[config.mk]
export PLATFORM = sky130hd
export DESIGN_NAME = bgr_startup_ctrl
export DESIGN_NICKNAME = d
export VERILOG_FILES = /design/src/rtl/bgr_pkg.sv /design/src/rtl/bgr_sync2.sv /design/src/rtl/bgr_startup_ctrl.sv
export SDC_FILE = /design/constraint.sdc
export NUM_CORES = 1
export LEC_CHECK = 0
export BUFFER_PORTS_ARGS = -buffer_cell sky130_fd_sc_hd__buf_2
export CAP_MARGIN = 20
export CORE_UTILIZATION = 54
export DETAILED_ROUTE_END_ITERATION = 8
export HOLD_SLACK_MARGIN = 0.06
export PLACE_DENSITY = 0.72
export SYNTH_ARGS = -nofsm -noshare
export SYNTH_HDL_FRONTEND = slang
export SYNTH_HIERARCHICAL = 1
export SYNTH_SLANG_ARGS = --single-unit
[constraint.sdc]
create_clock -name clk -period 4.9 [get_ports clk]
set_input_delay 0.98 -clock clk [delete_from_list [all_inputs] [get_ports clk]]
set_output_delay 0.98 -clock clk [all_outputs]
set_load 0.03 [all_outputs]
[src/rtl/bgr_pkg.sv]
// Shared types and sizing helpers for the bandgap startup controller.
package bgr_pkg;

  localparam int KICK_CYCLES_DEF   = 64;
  localparam int SETTLE_CYCLES_DEF = 1024;
  localparam int DEBOUNCE_DEF      = 16;
  localparam int MAX_RETRY_DEF     = 3;

  typedef enum logic [2:0] {
    ST_IDLE   = 3'd0,
    ST_KICK   = 3'd1,
    ST_SETTLE = 3'd2,
    ST_CHECK  = 3'd3,
    ST_READY  = 3'd4,
    ST_FAULT  = 3'd5
  } bgr_state_t;

  // Width of a counter that must hold 0..max_val; never narrower than 1 bit.
  function automatic int cnt_w(input int max_val);
    return (max_val < 1) ? 1 : $clog2(max_val + 1);
  endfunction

  function automatic int max2(input int a, input int b);
    return (a > b) ? a : b;
  endfunction

endpackage

[src/rtl/bgr_sync2.sv]
// Two-flop synchronizer for the asynchronous vbg-good comparator output.
// Both stages clear to 0 under reset so a stale "good" can never leak through.
module bgr_sync2
  import bgr_pkg::*;
(
  input  logic clk,
  input  logic rst_n,
  input  logic d,
  output logic q
);

  logic meta_q, meta_d;
  logic sync_q, sync_d;

  always_comb begin
    meta_d = d;
    sync_d = meta_q;
  end

  always_ff @(posedge clk or negedge rst_n) begin
    if (!rst_n) begin
      meta_q <= 1'b0;
      sync_q <= 1'b0;
    end else begin
      meta_q <= meta_d;
      sync_q <= sync_d;
    end
  end

  assign q = sync_q;

endmodule

[src/rtl/bgr_startup_ctrl.sv]
// Bandgap startup/supervision FSM: kicks the core via porst, waits, checks the
// debounced vbg-good, retries a bounded number of times and re-kicks on brownout.
module bgr_startup_ctrl
  import bgr_pkg::*;
#(
  parameter int KICK_CYCLES   = KICK_CYCLES_DEF,
  parameter int SETTLE_CYCLES = SETTLE_CYCLES_DEF,
  parameter int DEBOUNCE      = DEBOUNCE_DEF,
  parameter int MAX_RETRY     = MAX_RETRY_DEF
) (
  input  logic                          clk,
  input  logic                          rst_n,
  input  logic                          en,
  input  logic                          vbg_ok_async,
  output logic                          porst,
  output logic                          bgr_ready,
  output logic                          bgr_fault,
  output logic [cnt_w(MAX_RETRY)-1:0]   retry_cnt
);

  localparam int PH_W = cnt_w(max2(KICK_CYCLES, SETTLE_CYCLES));
  localparam int DB_W = cnt_w(DEBOUNCE);
  localparam int RT_W = cnt_w(MAX_RETRY);

  localparam logic [PH_W-1:0] KICK_LAST   = PH_W'(KICK_CYCLES - 1);
  localparam logic [PH_W-1:0] SETTLE_LAST = PH_W'(SETTLE_CYCLES - 1);
  localparam logic [DB_W-1:0] DB_TGT      = DB_W'(DEBOUNCE);
  localparam logic [RT_W-1:0] RT_MAX      = RT_W'(MAX_RETRY);

  logic ok_s;

  bgr_sync2 u_sync (
    .clk   (clk),
    .rst_n (rst_n),
    .d     (vbg_ok_async),
    .q     (ok_s)
  );

  bgr_state_t      state_q, state_d;
  logic [PH_W-1:0] phase_q, phase_d;
  logic [DB_W-1:0] dbnc_q, dbnc_d;
  logic [DB_W-1:0] dbnc_inc;
  logic [RT_W-1:0] retry_q, retry_d;
  logic            porst_q, porst_d;
  logic            ready_q, ready_d;
  logic            fault_q, fault_d;

  always_comb begin
    state_d  = state_q;
    phase_d  = phase_q;
    dbnc_d   = dbnc_q;
    retry_d  = retry_q;
    porst_d  = 1'b0;
    dbnc_inc = (dbnc_q == DB_TGT) ? dbnc_q : dbnc_q + 1'b1;

    case (state_q)
      ST_IDLE: begin
        phase_d = '0;
        dbnc_d  = '0;
        retry_d = '0;
        if (en) state_d = ST_KICK;
      end
      ST_KICK: begin
        porst_d = 1'b1;
        if (phase_q == KICK_LAST) begin
          state_d = ST_SETTLE;
          phase_d = '0;
        end else begin
          phase_d = phase_q + 1'b1;
        end
      end
      ST_SETTLE: begin
        if (phase_q == SETTLE_LAST) begin
          state_d = ST_CHECK;
          phase_d = '0;
          dbnc_d  = '0;
        end else begin
          phase_d = phase_q + 1'b1;
        end
      end
      ST_CHECK: begin
        dbnc_d = ok_s ? dbnc_inc : '0;
        // Debounce completion is tested first so it wins over a same-cycle timeout.
        if (ok_s && (dbnc_inc == DB_TGT)) begin
          state_d = ST_READY;
          phase_d = '0;
          dbnc_d  = '0;
        end else if (phase_q == SETTLE_LAST) begin
          phase_d = '0;
          dbnc_d  = '0;
          if (retry_q < RT_MAX) begin
            retry_d = retry_q + 1'b1;
            state_d = ST_KICK;
          end else begin
            state_d = ST_FAULT;
          end
        end else begin
          phase_d = phase_q + 1'b1;
        end
      end
      ST_READY: begin
        dbnc_d = ok_s ? '0 : dbnc_inc;
        // Brownout raises porst on the detecting edge, together with the ready drop;
        // the kick phase starts at 1 so the pulse still lasts KICK_CYCLES.
        if (!ok_s && (dbnc_inc == DB_TGT)) begin
          porst_d = 1'b1;
          retry_d = '0;
          dbnc_d  = '0;
          if (KICK_CYCLES > 1) begin
            state_d = ST_KICK;
            phase_d = PH_W'(1);
          end else begin
            state_d = ST_SETTLE;
            phase_d = '0;
          end
        end
      end
      ST_FAULT: begin
        phase_d = '0;
        dbnc_d  = '0;
      end
      default: begin
        state_d = ST_IDLE;
      end
    endcase

    if (!en) begin
      state_d = ST_IDLE;
      phase_d = '0;
      dbnc_d  = '0;
      retry_d = '0;
      porst_d = 1'b0;
    end

    ready_d = (state_d == ST_READY);
    fault_d = (state_d == ST_FAULT);
  end

  always_ff @(posedge clk or negedge rst_n) begin
    if (!rst_n) begin
      state_q <= ST_IDLE;
      phase_q <= '0;
      dbnc_q  <= '0;
      retry_q <= '0;
      porst_q <= 1'b0;
      ready_q <= 1'b0;
      fault_q <= 1'b0;
    end else begin
      state_q <= state_d;
      phase_q <= phase_d;
      dbnc_q  <= dbnc_d;
      retry_q <= retry_d;
      porst_q <= porst_d;
      ready_q <= ready_d;
      fault_q <= fault_d;
    end
  end

  assign porst     = porst_q;
  assign bgr_ready = ready_q;
  assign bgr_fault = fault_q;
  assign retry_cnt = retry_q;

endmodule

==> results of run 1 <==
==> per-layer routing <==
metal / wire, µm / part of all wire [%] / vias to the layer above
li1: - / - / 723
met1: 1880 / 48 / 748
met2: 1900 / 48 / 45
met3: 153 / 3.9 / 2
met4: 20 / 0.51 / 0
met5: 0 / 0 / -
==> area by class of cell <==
| class | count | area share (%) |
|---|---|---|
| well taps | 44 | 2.93 |
| clock buffers | 3 | 1.20 |
| multi-input cells | 147 | 55.1 |
| flip-flops and latches | 26 | 34.6 |
| clock inverters | 1 | 1.60 |
| repair buffers | 8 | 2.13 |
| inverters | 12 | 2.40 |
==> flip-flops by register name, summed over array words and instances (netlist names) <==
signal         count
phase_q           11
dbnc_q             5
state_q            3
retry_cnt          2
bgr_fault          1
bgr_ready          1
porst              1
u_sync/meta_q      1
u_sync/q           1
==> power groups by stage <==
stage               combinational (mW)  sequential (mW)  clock (mW)
floorplan                       0.0112            0.223           0
global placement                0.0184            0.224           0
detailed placement              0.0192            0.224           0
CTS                             0.0194            0.220       0.152
global route                    0.0216            0.221       0.160
finish                          0.0191            0.220       0.151
==> cell usage in the layout (no fill, tap or decap), types with 2 or more instances in the layout <==
cell type / netlist / final
inv_1: 11 / 11
nand4_1: 3 / 3
buf_2: 1 / 8
nor4_1: 2 / 2
o22ai_1: 2 / 2
nand3_2: 2 / 2
o31ai_1: 2 / 2
o211ai_1: 5 / 5
o21a_4: 2 / 2
nand2_1: 26 / 26
nor3_1: 7 / 7
nor2b_1: 3 / 3
nor2_1: 12 / 12
a21oi_1: 7 / 7
o21ai_0: 8 / 8
o311ai_1: 2 / 2
a21o_1: 2 / 2
nor3_2: 2 / 2
ha_1: 4 / 4
dfrtp_1: 26 / 26
and2_1: 4 / 4
and3_1: 3 / 3
o221ai_1: 4 / 4
nand3_1: 12 / 12
clkbuf_4: 0 / 3
o21ai_1: 2 / 2
==> worst register-to-register path, stage by stage, from the launching register on <==
cell	delay (ns)
dfrtp_1	0.47
ha_1	0.29
nand2_1	0.12
nor4_1	0.55
nor2_1	0.08
o211ai_1	0.37
o21ai_0	0.21
mux2_2	0.30
==> kinds of logic (layout without fill, tap and decap cells) <==
| kind of cell | count (synthesis) | count (layout) | synth area share [%] |
|---|---|---|---|
| xor gates and xnor gates | 3 | 3 | 1.93 |
| muxes | 2 | 2 | 1.93 |
| DFF | 26 | 26 | 37.1 |
| adders and majority gates | 4 | 4 | 2.86 |
| and+or+nand+nor | 86 | 86 | 27.7 |
| AOI/OAI and AO/OA | 52 | 52 | 24.7 |
| buffers and inverters | 16 | 24 | 3.71 |
==> how the worst max path moves through the flow <==
stage	cells after the start	startpoint	end	slack, ns
2_1_floorplan	8	dbnc_q[0]$_DFFE_PN0P_	phase_q[10]$_DFFE_PN0P_	2.81
3_3_place_gp	5	en	phase_q[8]$_DFFE_PN0P_	2.49
3_5_place_dp	5	en	phase_q[8]$_DFFE_PN0P_	2.40
4_1_cts	7	phase_q[0]$_DFFE_PN0P_	dbnc_q[0]$_DFFE_PN0P_	2.42
5_1_grt	7	phase_q[0]$_DFFE_PN0P_	dbnc_q[0]$_DFFE_PN0P_	2.28
6_report	7	phase_q[0]$_DFFE_PN0P_	dbnc_q[0]$_DFFE_PN0P_	2.41
==> results_dict.tcl, run 1 <==
set metrics [dict create \
    status "complete, no violations" \
    ys_warn_count 6 \
    min_period_ns 2.49 \
    use_met3_pct 3.52 \
    synth_edf_count 0 \
    die_y_um 59.0 \
    fin_area_mm2 0.00188 \
    leakagePower_nw 0.763 \
    die-area_mm2 0.00348 \
    setup_violations 0 \
    grt_max_degree 27 \
    gp_congestion 0.853 \
    cts_setup_buffers 0 \
    dp_cells 237 \
    drt_iter0_drc 130 \
    switching_share_pct 21.9 \
    synth.top_cell.area_share_pct 37.1 \
    first_pass_iters 4 \
    slowest_delay_ns 0.55 \
    antenna_left 0 \
    pre_cts_ws_ns 2.40 \
    hold_path_end "u_sync/q$_DFF_PN0_" \
    worstHoldPathCells 0 \
    crit_path_start_kind "register" \
    ys.flop_type "dfrtp_1" \
    switchingPower_uw 85.4 \
    ys_ff_latch 26 \
    worstPathArrival_ns 2.72 \
    fin_ws_ns 2.41 \
    p_total_uw 390 \
    cts_tree "done" \
    worstMarginPinSlew_ns 0.658 \
    max_freq_mhz 402 \
    ctsHoldBuffers 0 \
    cts_resized 0 \
    post_synth_num_cell_types 59 \
    coreArea_mm2 0.00305 \
    start_util_pct 57.4 \
    rrSetupSlack_ns 2.41 \
    post-route-util_pct 61.6 \
    final.fill_count 275 \
    grt.busiest_layer "met2" \
    antenna_found_initial 0 \
    area_growth_pct 7.29 \
    rsz0062_at_grt "no" \
    syn-instance-count 189 \
    fin_skew_ns 0.00414 \
    clock_power_share_pct 38.6 \
    critPathKind "register to register" \
    final-hold-violation-count 0 \
    hold_start "u_sync/meta_q$_DFF_PN0_" \
    ff_latch_area_um2 651 \
    r2r_start "phase_q[0]$_DFFE_PN0P_" \
    worst-path-buf-inv 0 \
    slew_viol_final 0 \
    internal-power_uw 305 \
    numCtsBuffers 3 \
    grt_usage_pct 25.8 \
    critPathTopFamily "simple AND/OR/NAND/NOR gates" \
    vias 1518 \
    htreeDepth 1 \
    synthTopCellsByArea "dfrtp_1, nand2_1, nand3_1" \
    clk_pin_slew_ns 0.15 \
    reg2regPathDepth 7 \
    fin_crit_sh_pct 50.8 \
    async_reset_ff_share_pct 100 \
    drive_gt1_share_pct 16.8 \
    slew_headroom_pct 55.9 \
    cts.sinks 26 \
    viasPerCell 6.30 \
    die_w_um 59.0 \
    num_io_pins 9 \
    comb_power_share_pct 4.9 \
    dpl.hpwl_um 2830 \
    grt_pass1_wl_um 6830 \
    synth_fp_nets 197 \
    multiInputGateArea_mm2 0.00104 \
    stdcell_count 241 \
    num_rows 20 \
    pwr-share-seq_pct 56.5 \
    gr-usage-met1_pct 36.9 \
    cp.required_ns 5.13 \
    yosysSeqAreaShare_pct 37.1 \
    fin_nets 206 \
    clk_path_buf_depth 2 \
    holdWs_ns 0.389 \
    drc 0 \
    cpMaxStageDelayCell "nor4_1" \
    grt_pass1_vias 1457 \
    placed_area_mm2 0.00183 \
    synth_top_area_cell "dfrtp_1" \
    grt-ovfl-total 0 \
    use_met2_pct 40.7 \
    cp_cell_sequence "ha_1 > nand2_1 > nor4_1 > nor2_1 > o211ai_1 > o21ai_0 > mux2_2" \
    syn-cell-area_mm2 0.00175 \
    max-vdd-ir-drop_v 0.000136 \
    io_buffers 8 \
    cp-end-kind "register" \
    tns_ns 0 \
    root_buffer "clkbuf_4" \
    wl_um 3950 \
    r2r_end "dbnc_q[0]$_DFFE_PN0P_" \
    diodes 0 \
    power.density_mw_per_mm2 207 \
    min_path_type "register to register" \
    netlist_top_cells_count "dfrtp_1, nand2_1, nand3_1, nor2_1, inv_1" \
    routedWlPerCell_um 16.4 \
    clk_latency_ns 0.32 \
    crit_fanout 6 \
    avgSynthCellArea_um2 9.27 \
    cap_violations 0 \
]
(Power assumes the default switching activity.)
==> inputs of run 2 (changes only) <==
==> constraint.sdc (replaced) <==
create_clock -name clk -period 2.5 [get_ports clk]
set_input_delay 0.5 -clock clk [delete_from_list [all_inputs] [get_ports clk]]
set_output_delay 0.5 -clock clk [all_outputs]
set_load 0.03 [all_outputs]
==> results_dict.tcl, run 2 (synthesis gave the netlist of run 1 again) <==
set metrics [dict create \
    min_path_type "input pin to async pin" \
    fin_nets 208 \
    placed_area_mm2 0.00184 \
    tns_ns 0 \
    routedWlPerCell_um 15.5 \
    antenna_found_initial 0 \
    grt_pass1_vias 1434 \
    antenna_left 0 \
    cts_setup_buffers 0 \
    clock_power_share_pct 38.0 \
    grt_pass1_wl_um 6490 \
    slowest_delay_ns 0.48 \
    cts_tree "done" \
    coreArea_mm2 0.00305 \
    io_buffers 8 \
    worstPathArrival_ns 2.56 \
    cp-end-kind "register" \
    clk_path_buf_depth 2 \
    critPathTopFamily "compound AO/OA/AOI/OAI gates" \
    comb_power_share_pct 5.6 \
    internal-power_uw 599 \
    num_io_pins 9 \
    drc 0 \
    pwr-share-seq_pct 56.4 \
    dpl.hpwl_um 2770 \
    worstMarginPinSlew_ns 0.677 \
    stdcell_count 243 \
    ctsHoldBuffers 0 \
    root_buffer "clkbuf_4" \
    fin_crit_sh_pct 93.7 \
    cpMaxStageDelayCell "dfrtp_1" \
    post-route-util_pct 62.0 \
    status "complete, no violations" \
    clk_pin_slew_ns 0.15 \
    die_y_um 59.0 \
    max-vdd-ir-drop_v 0.000255 \
    die_w_um 59.0 \
    num_rows 20 \
    switching_share_pct 21.2 \
    slew_headroom_pct 54.6 \
    grt_usage_pct 24.9 \
    biggestRegsByFlops "phase_q (11), dbnc_q (5), state_q (3)" \
    final.fill_count 274 \
    layout_common_cells "nand2_1, dfrtp_1, nand3_1, nor2_1, inv_1" \
    cts_resized 0 \
    die-area_mm2 0.00348 \
    area_growth_pct 8.14 \
    grt_max_degree 27 \
    crit_fanout 8 \
    rsz0062_at_grt "no" \
    vias 1515 \
    start_util_pct 57.4 \
    final-hold-violation-count 0 \
    clk_latency_ns 0.33 \
    worst-path-buf-inv 1 \
    htreeDepth 1 \
    largest_reg_flops 11 \
    cp.required_ns 2.72 \
    numCtsBuffers 3 \
    largest-register "phase_q" \
    power.density_mw_per_mm2 401 \
    min_period_ns 2.34 \
    fin_area_mm2 0.00189 \
    setup_violations 0 \
    gp_congestion 0.912 \
    dp_cells 239 \
    cts.sinks 26 \
    p_total_uw 760 \
    wl_um 3780 \
    first_pass_iters 4 \
    diodes 0 \
    grt-ovfl-total 0 \
    slew_viol_final 0 \
    drt_iter0_drc 123 \
    switchingPower_uw 161 \
    drive_gt1_share_pct 17.6 \
    critPathKind "register to register" \
    cap_violations 0 \
    viasPerCell 6.23 \
    max_freq_mhz 427 \
    crit_path_start_kind "register" \
    leakagePower_nw 0.773 \
    cp_cell_sequence "inv_2 > ha_1 > and4bb_4 > mux2i_4 > o2111ai_4 > o21a_4 > o21ai_4 > o211ai_1" \
    fin_skew_ns 0.0125 \
]
-- run 2: changes by cell type in the layout (fill, tap and decap cells not counted) --
cell / before / now
buf_4: 0 / 2
-- run 2: per-layer routing --
metal | wire length, µm | part of all wire [%] | GRT usage, % | vias to the layer above
met4 | 80 | 2.1 | 13.3 | 0
met1 | 1690 | 45 | 31.2 | 722
li1 | - | - | - | 728
met5 | 0 | 0 | 0 | -
met2 | 1810 | 48 | 41.6 | 57
met3 | 200 | 5.3 | 3.52 | 8
-- run 2: power groups by stage --
stage / sequential (mW) / clock, mW / combinational (mW)
6_report: 0.429 / 0.289 / 0.0426
5_1_grt: 0.429 / 0.315 / 0.0479
4_1_cts: 0.429 / 0.301 / 0.0430
3_5_place_dp: 0.437 / 0 / 0.0430
3_3_place_gp: 0.436 / 0 / 0.0418
2_1_floorplan: 0.438 / 0 / 0.0219
-- run 2: path summary, 6_finish.rpt --
kind | startpoint | end | slack [ns] | cells after the start
min reg2reg | u_sync/meta_q$_DFF_PN0_ | u_sync/q$_DFF_PN0_ | 0.37 | 0
min in group clk | vbg_ok_async | u_sync/meta_q$_DFF_PN0_ | 0.28 | 1
max | dbnc_q[0]$_DFFE_PN0P_ | phase_q[9]$_DFFE_PN0P_ | 0.16 | 8
max reg2reg | dbnc_q[0]$_DFFE_PN0P_ | phase_q[9]$_DFFE_PN0P_ | 0.16 | 8
min | rst_n | porst$_DFF_PN0_ | 0.15 | 1
max in group asynchronous | rst_n | phase_q[3]$_DFFE_PN0P_ | 1.96 | 1
-- run 2: worst reg2reg max path: stages (launching register included) --
cell and delay [ns]:
dfrtp_1 0.48, inv_2 0.12, ha_1 0.21, and4bb_4 0.29, mux2i_4 0.28, o2111ai_4 0.23, o21a_4 0.30, o21ai_4 0.20
o211ai_1 0.14
-- run 2: area by class of cell --
| type | instances | area [µm²] | share of cell area (%) |
|---|---|---|---|
| well taps | 44 | 55.1 | 2.91 |
| multi-input cells | 147 | 1040 | 54.7 |
| inverters | 12 | 45.0 | 2.38 |
| repair buffers | 10 | 55.1 | 2.91 |
| clock inverters | 1 | 30.0 | 1.59 |
| flip-flops and latches | 26 | 651 | 34.3 |
| clock buffers | 3 | 22.5 | 1.19 |
-- run 2: through the flow --
stage,hold WS (ns),worst slack (ns)
2_1_floorplan,0.204,0.412
3_3_place_gp,0.335,0.248
3_5_place_dp,0.341,0.189
4_1_cts,0.166,0.172
5_1_grt,0.186,0.000985
6_report,0.148,0.158
==> inputs of run 3 (changes only) <==
--- a/config.mk
+++ b/config.mk
@@ -7,10 +7,9 @@
 export LEC_CHECK = 0
 export BUFFER_PORTS_ARGS = -buffer_cell sky130_fd_sc_hd__buf_2
 export CAP_MARGIN = 20
-export CORE_UTILIZATION = 54
+export CORE_UTILIZATION = 40
 export DETAILED_ROUTE_END_ITERATION = 8
 export HOLD_SLACK_MARGIN = 0.06
-export PLACE_DENSITY = 0.72
 export SYNTH_ARGS = -nofsm -noshare
 export SYNTH_HDL_FRONTEND = slang
 export SYNTH_HIERARCHICAL = 1
==> results_dict.tcl, run 3 (synthesis gave the netlist of run 1 again) <==
set metrics [dict create \
    num_rows 23 \
    cp.required_ns 2.64 \
    grt_pass1_vias 1500 \
    first_pass_iters 4 \
    fin_crit_sh_pct 95.8 \
    final-hold-violation-count 0 \
    clk_path_buf_depth 2 \
    grt-ovfl-total 0 \
    comb_power_share_pct 5.2 \
    slew_viol_final 0 \
    cts.sinks 26 \
    status "complete, no violations" \
    antenna_left 0 \
    crit_path_start_kind "register" \
    reg2regPathDepth 8 \
    antenna_found_initial 0 \
    drt_iter0_drc 172 \
    min_period_ns 2.40 \
    clock_power_share_pct 42.7 \
    placed_area_mm2 0.00186 \
    post-route-util_pct 47.2 \
    drive_gt1_share_pct 19.5 \
    pwr-share-seq_pct 52.1 \
    min_path_type "input pin to async pin" \
    max-vdd-ir-drop_v 0.000223 \
    routedWlPerCell_um 16.3 \
    num_io_pins 9 \
    largest-register "phase_q" \
    crit_fanout 8 \
    coreArea_mm2 0.00412 \
    area_growth_pct 10.9 \
    start_util_pct 42.6 \
    dpl.hpwl_um 2970 \
    final.fill_count 398 \
    largest_reg_flops 11 \
    leakagePower_nw 0.787 \
    diodes 0 \
    drc 0 \
    cap_violations 0 \
    slew_headroom_pct 60.7 \
    layout_commonest_cell "nand2_1" \
    cp-end-kind "register" \
    grt_max_degree 27 \
    wl_um 4070 \
    fin_nets 209 \
    power.density_mw_per_mm2 424 \
    viasPerCell 6.25 \
    critPathKind "register to register" \
    die_w_um 68.2 \
    htreeDepth 1 \
    layout_common_cells "nand2_1, dfrtp_1, nand3_1, nor2_1, inv_1" \
    internal-power_uw 650 \
    worstPathArrival_ns 2.54 \
    worstMarginPinSlew_ns 0.589 \
    rrSetupSlack_ns 0.10 \
    clk_latency_ns 0.27 \
    root_buffer "clkbuf_8" \
    switchingPower_uw 173 \
    grt_pass1_wl_um 7260 \
    r2r_end "phase_q[0]$_DFFE_PN0P_" \
    io_buffers 8 \
    fin_skew_ns 0.00617 \
    die_y_um 68.2 \
    gp_congestion 0.910 \
    setup_violations 0 \
    max_freq_mhz 417 \
    fin_area_mm2 0.00194 \
    numCtsBuffers 3 \
    vias 1562 \
    biggestRegsByFlops "phase_q (11), dbnc_q (5), state_q (3)" \
    grt_usage_pct 20.5 \
    switching_share_pct 21.0 \
    cts_tree "done" \
    die-area_mm2 0.00465 \
    r2r_start "dbnc_q[0]$_DFFE_PN0P_" \
    clk_pin_slew_ns 0.10 \
]
-- run 3: cell types whose count changed in the layout (fill, tap and decap cells not counted), sizes merged --
cell,delta
buf,+1
-- run 3: stage by stage --
stage          TNS (ns)  setup slack, ns  power (mW)  hold slack, ns  instances
2_1_floorplan         0            0.412       0.460           0.204        189
3_3_place_gp          0            0.116       0.479           0.332        246
3_5_place_dp          0            0.133       0.480           0.336        246
4_1_cts               0            0.121       0.838           0.241        250
5_1_grt         -0.0115         -0.00588       0.860           0.273        250
6_report              0            0.104       0.824           0.216        250
-- run 3: worst max path at each step --
stage	end	from	cells after the start
after floorplan	phase_q[10]$_DFFE_PN0P_	dbnc_q[0]$_DFFE_PN0P_	8
after global placement	dbnc_q[2]$_DFFE_PN0P_	phase_q[0]$_DFFE_PN0P_	8
after detailed placement	phase_q[0]$_DFFE_PN0P_	dbnc_q[0]$_DFFE_PN0P_	8
after CTS	dbnc_q[2]$_DFFE_PN0P_	dbnc_q[0]$_DFFE_PN0P_	8
after global routing	dbnc_q[2]$_DFFE_PN0P_	dbnc_q[0]$_DFFE_PN0P_	8
final	phase_q[0]$_DFFE_PN0P_	dbnc_q[0]$_DFFE_PN0P_	8
-- run 3: timing repair --
action	CTS	global route
hold buffers	0	0
endpoints found under the setup margin	0	5
resized for setup	0	4
buffers inserted	0	0
-- run 3: routing by layer --
layer	share of wire, %	vias to the layer above	track usage, %
met4	1.5	0	5.99
li1	-	732	-
met3	6.9	6	5.50
met1	47	757	28.0
met5	0	-	0
met2	44	67	31.6
-- run 3: final cells by class --
cell class / instances / area, µm² / area share (%)
Clock inverter: 1 / 30.0 / 1.55
Multi-Input combinational cell: 147 / 1050 / 54.0
Timing Repair Buffer: 11 / 62.6 / 3.22
Tap cell: 50 / 62.6 / 3.22
Sequential cell: 26 / 652 / 33.6
Inverter: 12 / 45.0 / 2.32
Clock buffer: 3 / 41.3 / 2.13
-- run 3: power groups by stage --
stage	combinational, mW	clock [mW]	sequential, mW
after floorplan	0.0219	0	0.438
after global placement	0.0419	0	0.438
after detailed placement	0.0428	0	0.437
after CTS	0.0429	0.366	0.429
after global routing	0.0485	0.382	0.430
final	0.0425	0.352	0.429
-- run 3: critical path, stage by stage, from the launching register on --
cell	delay, ns
dfrtp_2	0.46
inv_2	0.10
ha_1	0.20
and4bb_4	0.28
mux2i_4	0.30
o2111ai_4	0.24
o21a_4	0.31
o21ai_4	0.22
o32ai_1	0.14
